<file path="src/rtl/db_access_sequencer_pkg.sv">
`default_nettype none
// +--------------------------------------------------------------------+
// | db_access_sequencer_pkg : state/command types and command decode   |
// | Rev 1.0                                                            |
// +--------------------------------------------------------------------+
package db_access_sequencer_pkg;

   typedef enum logic [2:0] {
      IDLE      = 3'd0,
      HALT_WAIT = 3'd1,
      MEM_REQ   = 3'd2,
      MEM_WAIT  = 3'd3,
      RF_ACC    = 3'd4,
      RF_CAP    = 3'd5,
      RST_PULSE = 3'd6,
      DONE      = 3'd7
   } state_t;

   typedef enum logic [2:0] {
      CMD_NONE = 3'd0,
      MEM_WR   = 3'd1,
      REG_WR   = 3'd2,
      MEM_RD   = 3'd3,
      REG_RD   = 3'd4,
      PAUSE    = 3'd5,
      RESUME   = 3'd6,
      RESET    = 3'd7
   } cmd_t;

   // Several decode bits may be set at once; the highest-priority one wins.
   function automatic cmd_t decode_cmd(
      input logic mem_wr,
      input logic reg_wr,
      input logic mem_rd,
      input logic reg_rd,
      input logic pause,
      input logic resume,
      input logic reset
   );
      cmd_t c;
      if (mem_wr)      c = MEM_WR;
      else if (reg_wr) c = REG_WR;
      else if (mem_rd) c = MEM_RD;
      else if (reg_rd) c = REG_RD;
      else if (pause)  c = PAUSE;
      else if (resume) c = RESUME;
      else if (reset)  c = RESET;
      else             c = CMD_NONE;
      return c;
   endfunction

endpackage
`default_nettype wire

</file>
<file path="src/rtl/db_access_sequencer_if.sv">
`default_nettype none
// +--------------------------------------------------------------------+
// | db_access_sequencer_if : command/response bus from mcu_controller  |
// | Rev 1.0                                                            |
// +--------------------------------------------------------------------+
interface db_access_sequencer_if;
   logic        valid;
   logic        pause;
   logic        resume;
   logic        reset;
   logic        reg_rd;
   logic        reg_wr;
   logic        mem_rd;
   logic        mem_wr;
   logic [3:0]  mem_be;
   logic [31:0] addr;
   logic [31:0] d_in;
   logic        mcu_busy;
   logic [31:0] d_rd;
   logic        error;

   modport master (
      output valid, pause, resume, reset, reg_rd, reg_wr, mem_rd, mem_wr,
      output mem_be, addr, d_in,
      input  mcu_busy, d_rd, error
   );

   modport slave (
      input  valid, pause, resume, reset, reg_rd, reg_wr, mem_rd, mem_wr,
      input  mem_be, addr, d_in,
      output mcu_busy, d_rd, error
   );
endinterface
`default_nettype wire

</file>
<file path="src/rtl/db_access_sequencer_timeout.sv">
`default_nettype none
// +--------------------------------------------------------------------+
// | db_timeout : clearable up-counter that saturates at LIMIT          |
// | Rev 1.0                                                            |
// +--------------------------------------------------------------------+
module db_timeout #(
   parameter int LIMIT = 1024,
   parameter int CNT_W = $clog2(LIMIT + 1)
) (
   input  logic             clk,
   input  logic             rst,
   input  logic             load,
   input  logic             en,
   output logic [CNT_W-1:0] count,
   output logic             expired
);
   logic [CNT_W-1:0] count_q;
   logic [CNT_W-1:0] count_d;

   assign expired = (count_q == CNT_W'(LIMIT));
   assign count   = count_q;

   always_comb begin
      count_d = count_q;
      if (load)
         count_d = '0;
      else if (en && !expired)
         count_d = count_q + CNT_W'(1);
   end

   always_ff @(posedge clk or posedge rst) begin
      if (rst)
         count_q <= '0;
      else
         count_q <= count_d;
   end
endmodule
`default_nettype wire

</file>
<file path="src/rtl/db_access_sequencer.sv">
`default_nettype none
// +--------------------------------------------------------------------+
// | db_access_sequencer : debugger command sequencer and arbiter for   |
// | the shared memory port / register file.  Rev 1.0                   |
// +--------------------------------------------------------------------+
module db_access_sequencer
   import db_access_sequencer_pkg::*;
#(
   parameter int TIMEOUT_CYCLES = 1024,
   parameter int RESET_CYCLES   = 4,
   parameter int RF_ADDR_W      = 5
) (
   input  logic                 clk,
   input  logic                 rst,
   db_access_sequencer_if.slave ctl,
   output logic                 cpu_pause,
   input  logic                 cpu_halted,
   output logic                 cpu_rst,
   input  logic                 core_mem_req,
   input  logic                 core_mem_we,
   input  logic [3:0]           core_mem_be,
   input  logic [31:0]          core_mem_addr,
   input  logic [31:0]          core_mem_wdata,
   output logic                 core_mem_ack,
   output logic                 mem_req,
   output logic                 mem_we,
   output logic [3:0]           mem_be,
   output logic [31:0]          mem_addr,
   output logic [31:0]          mem_wdata,
   input  logic [31:0]          mem_rdata,
   input  logic                 mem_ack,
   output logic                 rf_we,
   output logic [RF_ADDR_W-1:0] rf_addr,
   output logic [31:0]          rf_wdata,
   input  logic [31:0]          rf_rdata
);
   localparam int CNT_W = $clog2(TIMEOUT_CYCLES + 1);

   state_t      state_q, state_d;
   cmd_t        cmd_q, cmd_d;
   logic [3:0]  be_q, be_d;
   logic [31:0] addr_q, addr_d;
   logic [31:0] wdata_q, wdata_d;
   logic        paused_q, paused_d;
   logic        auto_q, auto_d;
   logic        cpu_pause_q, cpu_pause_d;
   logic [31:0] d_rd_q, d_rd_d;
   logic        error_q, error_d;

   logic             tmo_load;
   logic             tmo_en;
   logic [CNT_W-1:0] tmo_count;
   logic             tmo_expired;
   logic             own;
   logic             rf_we_c;
   logic [31:0]      rf_wdata_c;
   logic [RF_ADDR_W-1:0] rf_addr_c;

   db_timeout #(
      .LIMIT (TIMEOUT_CYCLES),
      .CNT_W (CNT_W)
   ) u_timeout (
      .clk     (clk),
      .rst     (rst),
      .load    (tmo_load),
      .en      (tmo_en),
      .count   (tmo_count),
      .expired (tmo_expired)
   );

   always_comb begin
      state_d     = state_q;
      cmd_d       = cmd_q;
      be_d        = be_q;
      addr_d      = addr_q;
      wdata_d     = wdata_q;
      paused_d    = paused_q;
      auto_d      = auto_q;
      cpu_pause_d = cpu_pause_q;
      d_rd_d      = d_rd_q;
      error_d     = ctl.valid && (state_q != IDLE);
      tmo_load    = 1'b0;
      tmo_en      = 1'b0;
      own         = 1'b0;
      rf_we_c     = 1'b0;
      rf_addr_c   = '0;
      rf_wdata_c  = '0;

      case (state_q)
         IDLE: begin
            if (ctl.valid) begin
               cmd_d   = decode_cmd(ctl.mem_wr, ctl.reg_wr, ctl.mem_rd, ctl.reg_rd,
                                    ctl.pause, ctl.resume, ctl.reset);
               be_d    = ctl.mem_be;
               addr_d  = ctl.addr;
               wdata_d = ctl.d_in;
               case (cmd_d)
                  CMD_NONE: state_d = DONE;
                  PAUSE: begin
                     if (paused_q) begin
                        state_d = DONE;
                     end else begin
                        cpu_pause_d = 1'b1;
                        tmo_load    = 1'b1;
                        state_d     = HALT_WAIT;
                     end
                  end
                  RESUME: begin
                     cpu_pause_d = 1'b0;
                     paused_d    = 1'b0;
                     state_d     = DONE;
                  end
                  RESET: begin
                     tmo_load = 1'b1;
                     state_d  = RST_PULSE;
                  end
                  default: begin
                     // Running core: halt it just for this one access.
                     if (!paused_q) begin
                        auto_d      = 1'b1;
                        cpu_pause_d = 1'b1;
                        tmo_load    = 1'b1;
                        state_d     = HALT_WAIT;
                     end else if (cmd_d == MEM_WR || cmd_d == MEM_RD) begin
                        state_d = MEM_REQ;
                     end else begin
                        state_d = RF_ACC;
                     end
                  end
               endcase
            end
         end

         HALT_WAIT: begin
            tmo_en = 1'b1;
            if (cpu_halted) begin
               if (cmd_q == PAUSE) begin
                  paused_d = 1'b1;
                  state_d  = DONE;
               end else if (cmd_q == MEM_WR || cmd_q == MEM_RD) begin
                  state_d = MEM_REQ;
               end else begin
                  state_d = RF_ACC;
               end
            end else if (tmo_expired) begin
               error_d = 1'b1;
               if (auto_q) begin
                  cpu_pause_d = 1'b0;
                  auto_d      = 1'b0;
               end
               state_d = IDLE;
            end
         end

         MEM_REQ, MEM_WAIT: begin
            own    = 1'b1;
            tmo_en = (state_q == MEM_WAIT);
            if (mem_ack) begin
               if (cmd_q == MEM_RD)
                  d_rd_d = mem_rdata;
               if (auto_q) begin
                  cpu_pause_d = 1'b0;
                  auto_d      = 1'b0;
               end
               state_d = DONE;
            end else if (state_q == MEM_REQ) begin
               tmo_load = 1'b1;
               state_d  = MEM_WAIT;
            end else if (tmo_expired) begin
               error_d = 1'b1;
               if (auto_q) begin
                  cpu_pause_d = 1'b0;
                  auto_d      = 1'b0;
               end
               state_d = IDLE;
            end
         end

         RF_ACC: begin
            rf_addr_c = addr_q[RF_ADDR_W-1:0];
            if (cmd_q == REG_WR) begin
               // Register 0 is hardwired; the write is dropped but still completes.
               rf_we_c    = |addr_q[RF_ADDR_W-1:0];
               rf_wdata_c = wdata_q;
               if (auto_q) begin
                  cpu_pause_d = 1'b0;
                  auto_d      = 1'b0;
               end
               state_d = DONE;
            end else begin
               state_d = RF_CAP;
            end
         end

         RF_CAP: begin
            d_rd_d = rf_rdata;
            if (auto_q) begin
               cpu_pause_d = 1'b0;
               auto_d      = 1'b0;
            end
            state_d = DONE;
         end

         RST_PULSE: begin
            tmo_en = 1'b1;
            if (tmo_count == CNT_W'(RESET_CYCLES - 1))
               state_d = DONE;
         end

         DONE:    state_d = IDLE;
         default: state_d = IDLE;
      endcase
   end

   always_ff @(posedge clk or posedge rst) begin
      if (rst) begin
         state_q     <= IDLE;
         cmd_q       <= CMD_NONE;
         be_q        <= '0;
         addr_q      <= '0;
         wdata_q     <= '0;
         paused_q    <= 1'b0;
         auto_q      <= 1'b0;
         cpu_pause_q <= 1'b0;
         d_rd_q      <= '0;
         error_q     <= 1'b0;
      end else begin
         state_q     <= state_d;
         cmd_q       <= cmd_d;
         be_q        <= be_d;
         addr_q      <= addr_d;
         wdata_q     <= wdata_d;
         paused_q    <= paused_d;
         auto_q      <= auto_d;
         cpu_pause_q <= cpu_pause_d;
         d_rd_q      <= d_rd_d;
         error_q     <= error_d;
      end
   end

   assign ctl.mcu_busy = ctl.valid | (state_q != IDLE);
   assign ctl.d_rd     = d_rd_q;
   assign ctl.error    = error_q;
   assign cpu_pause    = cpu_pause_q;
   assign cpu_rst      = (state_q == RST_PULSE);

   // Shared port: debugger drives it from MEM_REQ through the ack cycle.
   assign mem_req      = own ? 1'b1              : core_mem_req;
   assign mem_we       = own ? (cmd_q == MEM_WR) : core_mem_we;
   assign mem_be       = own ? be_q              : core_mem_be;
   assign mem_addr     = own ? addr_q            : core_mem_addr;
   assign mem_wdata    = own ? wdata_q           : core_mem_wdata;
   assign core_mem_ack = own ? 1'b0              : mem_ack;

   assign rf_we    = rf_we_c;
   assign rf_addr  = rf_addr_c;
   assign rf_wdata = rf_wdata_c;
endmodule
`default_nettype wire

</file>
<file path="src/flat_wrapper.sv">
// flat-port wrapper written by rule: the top's interface ports become plain ports
module db_access_sequencer_flat import db_access_sequencer_pkg::*;
#(
   parameter int TIMEOUT_CYCLES = 1024,
   parameter int RESET_CYCLES   = 4,
   parameter int RF_ADDR_W      = 5
)
  (clk, rst, cpu_pause, cpu_halted, cpu_rst, core_mem_req, core_mem_we, core_mem_be, core_mem_addr, core_mem_wdata, core_mem_ack, mem_req, mem_we, mem_be, mem_addr, mem_wdata, mem_rdata, mem_ack, rf_we, rf_addr, rf_wdata, rf_rdata, ctl_valid, ctl_pause, ctl_resume, ctl_reset, ctl_reg_rd, ctl_reg_wr, ctl_mem_rd, ctl_mem_wr, ctl_mem_be, ctl_addr, ctl_d_in, ctl_mcu_busy, ctl_d_rd, ctl_error);
  db_access_sequencer_if ctl_i ();
  input  logic clk;
  input  logic rst;
  output logic cpu_pause;
  input  logic cpu_halted;
  output logic cpu_rst;
  input  logic core_mem_req;
  input  logic core_mem_we;
  input  logic [3:0] core_mem_be;
  input  logic [31:0] core_mem_addr;
  input  logic [31:0] core_mem_wdata;
  output logic core_mem_ack;
  output logic mem_req;
  output logic mem_we;
  output logic [3:0] mem_be;
  output logic [31:0] mem_addr;
  output logic [31:0] mem_wdata;
  input  logic [31:0] mem_rdata;
  input  logic mem_ack;
  output logic rf_we;
  output logic [RF_ADDR_W-1:0] rf_addr;
  output logic [31:0] rf_wdata;
  input  logic [31:0] rf_rdata;
  input wire logic [$bits(ctl_i.valid)-1:0] ctl_valid;
  input wire logic [$bits(ctl_i.pause)-1:0] ctl_pause;
  input wire logic [$bits(ctl_i.resume)-1:0] ctl_resume;
  input wire logic [$bits(ctl_i.reset)-1:0] ctl_reset;
  input wire logic [$bits(ctl_i.reg_rd)-1:0] ctl_reg_rd;
  input wire logic [$bits(ctl_i.reg_wr)-1:0] ctl_reg_wr;
  input wire logic [$bits(ctl_i.mem_rd)-1:0] ctl_mem_rd;
  input wire logic [$bits(ctl_i.mem_wr)-1:0] ctl_mem_wr;
  input wire logic [$bits(ctl_i.mem_be)-1:0] ctl_mem_be;
  input wire logic [$bits(ctl_i.addr)-1:0] ctl_addr;
  input wire logic [$bits(ctl_i.d_in)-1:0] ctl_d_in;
  output wire logic [$bits(ctl_i.mcu_busy)-1:0] ctl_mcu_busy;
  output wire logic [$bits(ctl_i.d_rd)-1:0] ctl_d_rd;
  output wire logic [$bits(ctl_i.error)-1:0] ctl_error;
  assign ctl_i.valid = ctl_valid;
  assign ctl_i.pause = ctl_pause;
  assign ctl_i.resume = ctl_resume;
  assign ctl_i.reset = ctl_reset;
  assign ctl_i.reg_rd = ctl_reg_rd;
  assign ctl_i.reg_wr = ctl_reg_wr;
  assign ctl_i.mem_rd = ctl_mem_rd;
  assign ctl_i.mem_wr = ctl_mem_wr;
  assign ctl_i.mem_be = ctl_mem_be;
  assign ctl_i.addr = ctl_addr;
  assign ctl_i.d_in = ctl_d_in;
  assign ctl_mcu_busy = ctl_i.mcu_busy;
  assign ctl_d_rd = ctl_i.d_rd;
  assign ctl_error = ctl_i.error;
  db_access_sequencer #(.TIMEOUT_CYCLES(TIMEOUT_CYCLES), .RESET_CYCLES(RESET_CYCLES), .RF_ADDR_W(RF_ADDR_W)) u_core (.clk(clk), .rst(rst), .ctl(ctl_i), .cpu_pause(cpu_pause), .cpu_halted(cpu_halted), .cpu_rst(cpu_rst), .core_mem_req(core_mem_req), .core_mem_we(core_mem_we), .core_mem_be(core_mem_be), .core_mem_addr(core_mem_addr), .core_mem_wdata(core_mem_wdata), .core_mem_ack(core_mem_ack), .mem_req(mem_req), .mem_we(mem_we), .mem_be(mem_be), .mem_addr(mem_addr), .mem_wdata(mem_wdata), .mem_rdata(mem_rdata), .mem_ack(mem_ack), .rf_we(rf_we), .rf_addr(rf_addr), .rf_wdata(rf_wdata), .rf_rdata(rf_rdata));
endmodule
</file>
<file path="config.mk">
export PLATFORM = sky130hd
export DESIGN_NAME = db_access_sequencer_flat
export DESIGN_NICKNAME = d
export VERILOG_FILES = /design/src/rtl/db_access_sequencer_pkg.sv /design/src/rtl/db_access_sequencer_if.sv /design/src/rtl/db_access_sequencer_timeout.sv /design/src/rtl/db_access_sequencer.sv /design/src/flat_wrapper.sv
export SDC_FILE = /design/constraint.sdc
export NUM_CORES = 1
export LEC_CHECK = 0
export CAP_MARGIN = 20
export CELL_PAD_IN_SITES_DETAIL_PLACEMENT = 1
export CELL_PAD_IN_SITES_GLOBAL_PLACEMENT = 2
export CORE_MARGIN = 1
export CORE_UTILIZATION = 19
export CTS_CLUSTER_SIZE = 28
export DETAILED_ROUTE_END_ITERATION = 10
export GPL_ROUTABILITY_DRIVEN = 0
export GPL_TIMING_DRIVEN = 1
export PLACE_DENSITY_LB_ADDON = 0.1
export SKIP_LAST_GASP = 1
export SYNTH_ARGS = -nofsm -noshare
export SYNTH_HDL_FRONTEND = slang
export SYNTH_SLANG_ARGS = --single-unit
export TNS_END_PERCENT = 30
</file>
<file path="constraint.sdc">
create_clock -name clk -period 4 [get_ports clk]
set_clock_uncertainty 0.05 [all_clocks]
set_input_delay 0.8 -clock clk [delete_from_list [all_inputs] [get_ports clk]]
set_output_delay 0.8 -clock clk [all_outputs]
set_load 0.01 [all_outputs]
</file>
==> metrics.md <==
| Metric | Value |
|---|---|
| NetSw | `2.89 mW` |
| I/O pins | `359` |
| WS Path Type | `flip-flop to output port` |
| Drt first pass iters | `4` |
| Site Rows | `68` |
| Crit end category | `output port` |
| Clock power frac | `21.4%` |
| Iteration-0 DRC Markers | `169` |
| Synth Net Count | `960` |
| Worst-path fanout max | `38` |
| Synth Register Bits | `121` |
| WL final | `27800 µm` |
| Startpoint types | `flip-flop` |
| Core area | `34500 µm²` |
| VDD IR max | `0.000293 V` |
| Placed Cells | `1522` |
| CP required | `3.15 ns` |
| Post-synth EDFFs | `0` |
| FF-to-FF path depth | `7` |
| Primary FF master, synth | `dfrtp_1` |
| First-pass GRT wire length | `42700 µm` |
| Hold Vio Cnt, Final | `0` |
| TNS Setup | `0 ns` |
| Height of the die | `189 µm` |
| Max Freq | `282 MHz` |
| Avg Inst Size Synth | `9.00 µm²` |
| Pleak | `5.06 nW` |
| Post-Syn Area | `6660 µm²` |
| Largest net degree at the start of global routing | `73` |
| Multi-input gate area | `3410 µm²` |
| Ys async rst share | `100%` |
| Residual overflow from global routing | `0` |
| Via count | `6499` |
| Sw Share | `38.5%` |
| Final setup violation count | `0` |
| Comb power frac | `48.2%` |
| Share of layout cells above drive strength 1 | `12.0%` |
| Ys Warns | `0` |
| Hold_ws | `0.428 ns` |
| Tmin final | `3.54 ns` |
| Fillers | `3978` |
| H-tree Lvls | `4` |
| GRT Total Usage | `15.7%` |
| DP HPWL | `20900 µm` |
| Vias in the first global route | `7045` |
| Max_cap viols | `0` |
| RSZ-0062 raised after global routing | `false` |
| Ant. Diodes | `0` |
| Critical Path AT | `2.69 ns` |
| Fin crit share | `88.5%` |
| Sequential Power Share | `30.3%` |
| Status | `completed` |
| Synth Instances | `740` |
| FF/Latch Area | `3030 µm²` |
| Seq/Total Area, Yosys | `45.5%` |
| Final Instance Count excl. Fillers | `1555` |
| Initial Util | `19.3%` |
| Max clock buf depth | `2` |
| Internal Pwr Total | `4.61 mW` |
| Die Area | `35800 µm²` |
| Port buffer count | `358` |
| Nets | `1307` |
| TritonCTS Sinks | `121` |
| Postcts setup bufs | `0` |
| Worst min path class | `flip-flop to flip-flop` |
| Die Wd | `189 µm` |
| Slew Limit Fails | `0` |
| Hold Path Depth | `2` |
| Antenna Nets Post-Route | `0` |
| Hold buffers post-CTS | `0` |
| Clock latency on the worst-skew pair | `0.42 ns` |
| Synth unique cells | `58` |
| Pwr Density | `658 nW/µm²` |
| DR WL/cell | `17.8 µm` |
| Worst Tran Pin Value | `0.842 ns` |
| Total CTS buffers | `17` |
| # DRC | `0` |
| Slew margin rel. | `43.8%` |
| CTS root buf | `clkbuf_16` |
| Post-synthesis to final-layout area growth | `71.2%` |
| CTS tree | `yes` |
| Via/cell ratio | `4.18` |
| CTS resizes | `0` |
| Worst-path clk slew | `0.07 ns` |
| Initial antenna violation count | `2` |
-- critical path, stage by stage (launching register included) --
cell and delay, ns:
dfrtp_1 0.38, inv_1 0.17, ha_4 0.57, buf_12 0.27, mux2_2 0.35, clkdlybuf4s50_1 0.49
-- power groups by stage --
stage	Clock (mW)	Combinational [mW]	Sequential, mW
6_report	1.61	3.62	2.28
5_1_grt	1.72	4.01	2.37
4_1_cts	1.67	3.70	2.30
3_5_place_dp	0	3.69	2.30
3_3_place_gp	0	3.66	2.31
2_1_floorplan	0	1.98	2.17
-- area by class of cell --
class	instances	share of cell area (%)
sequential	121	26.5
timing repair buffer	375	32.8
clock inverter	14	1.43
tap	455	4.99
multi-input combinational	561	29.9
clock buffer	18	3.85
inverter	11	0.395
-- layout by cell type, fill, tap and decap left out, types with 3 or more instances in the layout --
master / instances
ha_1: 5
nand2_1: 216
nand4_1: 6
nor3_1: 9
buf_12: 3
nor4_1: 5
clkbuf_16: 17
dfrtp_1: 121
buf_4: 12
a31oi_1: 3
mux2i_1: 33
mux2_2: 70
xnor2_1: 8
inv_1: 10
clkdlybuf4s50_1: 358
o21ai_0: 11
inv_6: 5
clkinv_4: 4
and3b_1: 3
a21oi_1: 41
and3_1: 38
nor2_1: 57
nor3b_1: 3
nand2b_1: 6
-- cells by family after synthesis --
family          after synthesis  share of synthesized area [%]
xor+xnor                      9                           1.18
mux                         103                           16.8
compound gates               80                           7.51
flops                       121                           45.5
simple gates                363                           24.2
fa+ha+maj                     6                           1.13
buf+inv                      58                           3.70
-- through the flow --
step           instance area [µm²]  total power [mW]  setup slack (ns)  util (%)
2_1_floorplan                 6670              4.15              1.11         -
3_3_place_gp                 10800              5.96             0.874      31.2
3_5_place_dp                 10800              5.99             0.847      31.3
4_1_cts                      11400              7.67             0.380      33.0
5_1_grt                      11400              8.10             0.197      33.0
6_report                     11400              7.51             0.458      33.0
-- registers in the layout (all words and copies together) (netlist names), 3 cells and up --
signal                  cells
u_core.addr_q              32
u_core.be_q                 4
u_core.cmd_q                3
u_core.ctl.d_rd            32
u_core.state_q              3
u_core.u_timeout.count     11
u_core.wdata_q             32
-- worst paths after layout --
kind,startpoint,slack [ns],end
min,u_core.addr_q[23],0.43,u_core.addr_q[23]
max,u_core.state_q[2],0.46,mem_wdata[1]
min in group asynchronous,rst,0.81,u_core.ctl.d_rd[0]
min reg2reg,u_core.addr_q[23],0.43,u_core.addr_q[23]
max reg2reg,u_core.state_q[2],1.23,u_core.u_timeout.count[5]
max in group asynchronous,rst,2.41,u_core.addr_q[16]
-- routing by layer --
layer	share of wire, %	vias up	track usage, %
li1	-	3203	-
met1	43	3075	18.9
met2	49	201	26.7
met3	8.1	16	5.73
met4	0.75	4	3.32
met5	0.090	-	0
-- synth_stat cells (8+ instances only) --
cell / count / area share (%)
a21oi_1: 41 / 3.1
nor3_1: 9 / 0.68
inv_1: 11 / 0.62
nand2_1: 216 / 12
mux2i_1: 33 / 5.0
dfrtp_1: 121 / 45
clkbuf_1: 29 / 1.6
nor2_1: 58 / 3.3
o21ai_0: 11 / 0.83
buf_2: 17 / 1.3
and3_1: 38 / 3.6
xnor2_1: 8 / 1.1
mux2_2: 70 / 12
(Power assumes the default switching activity.)
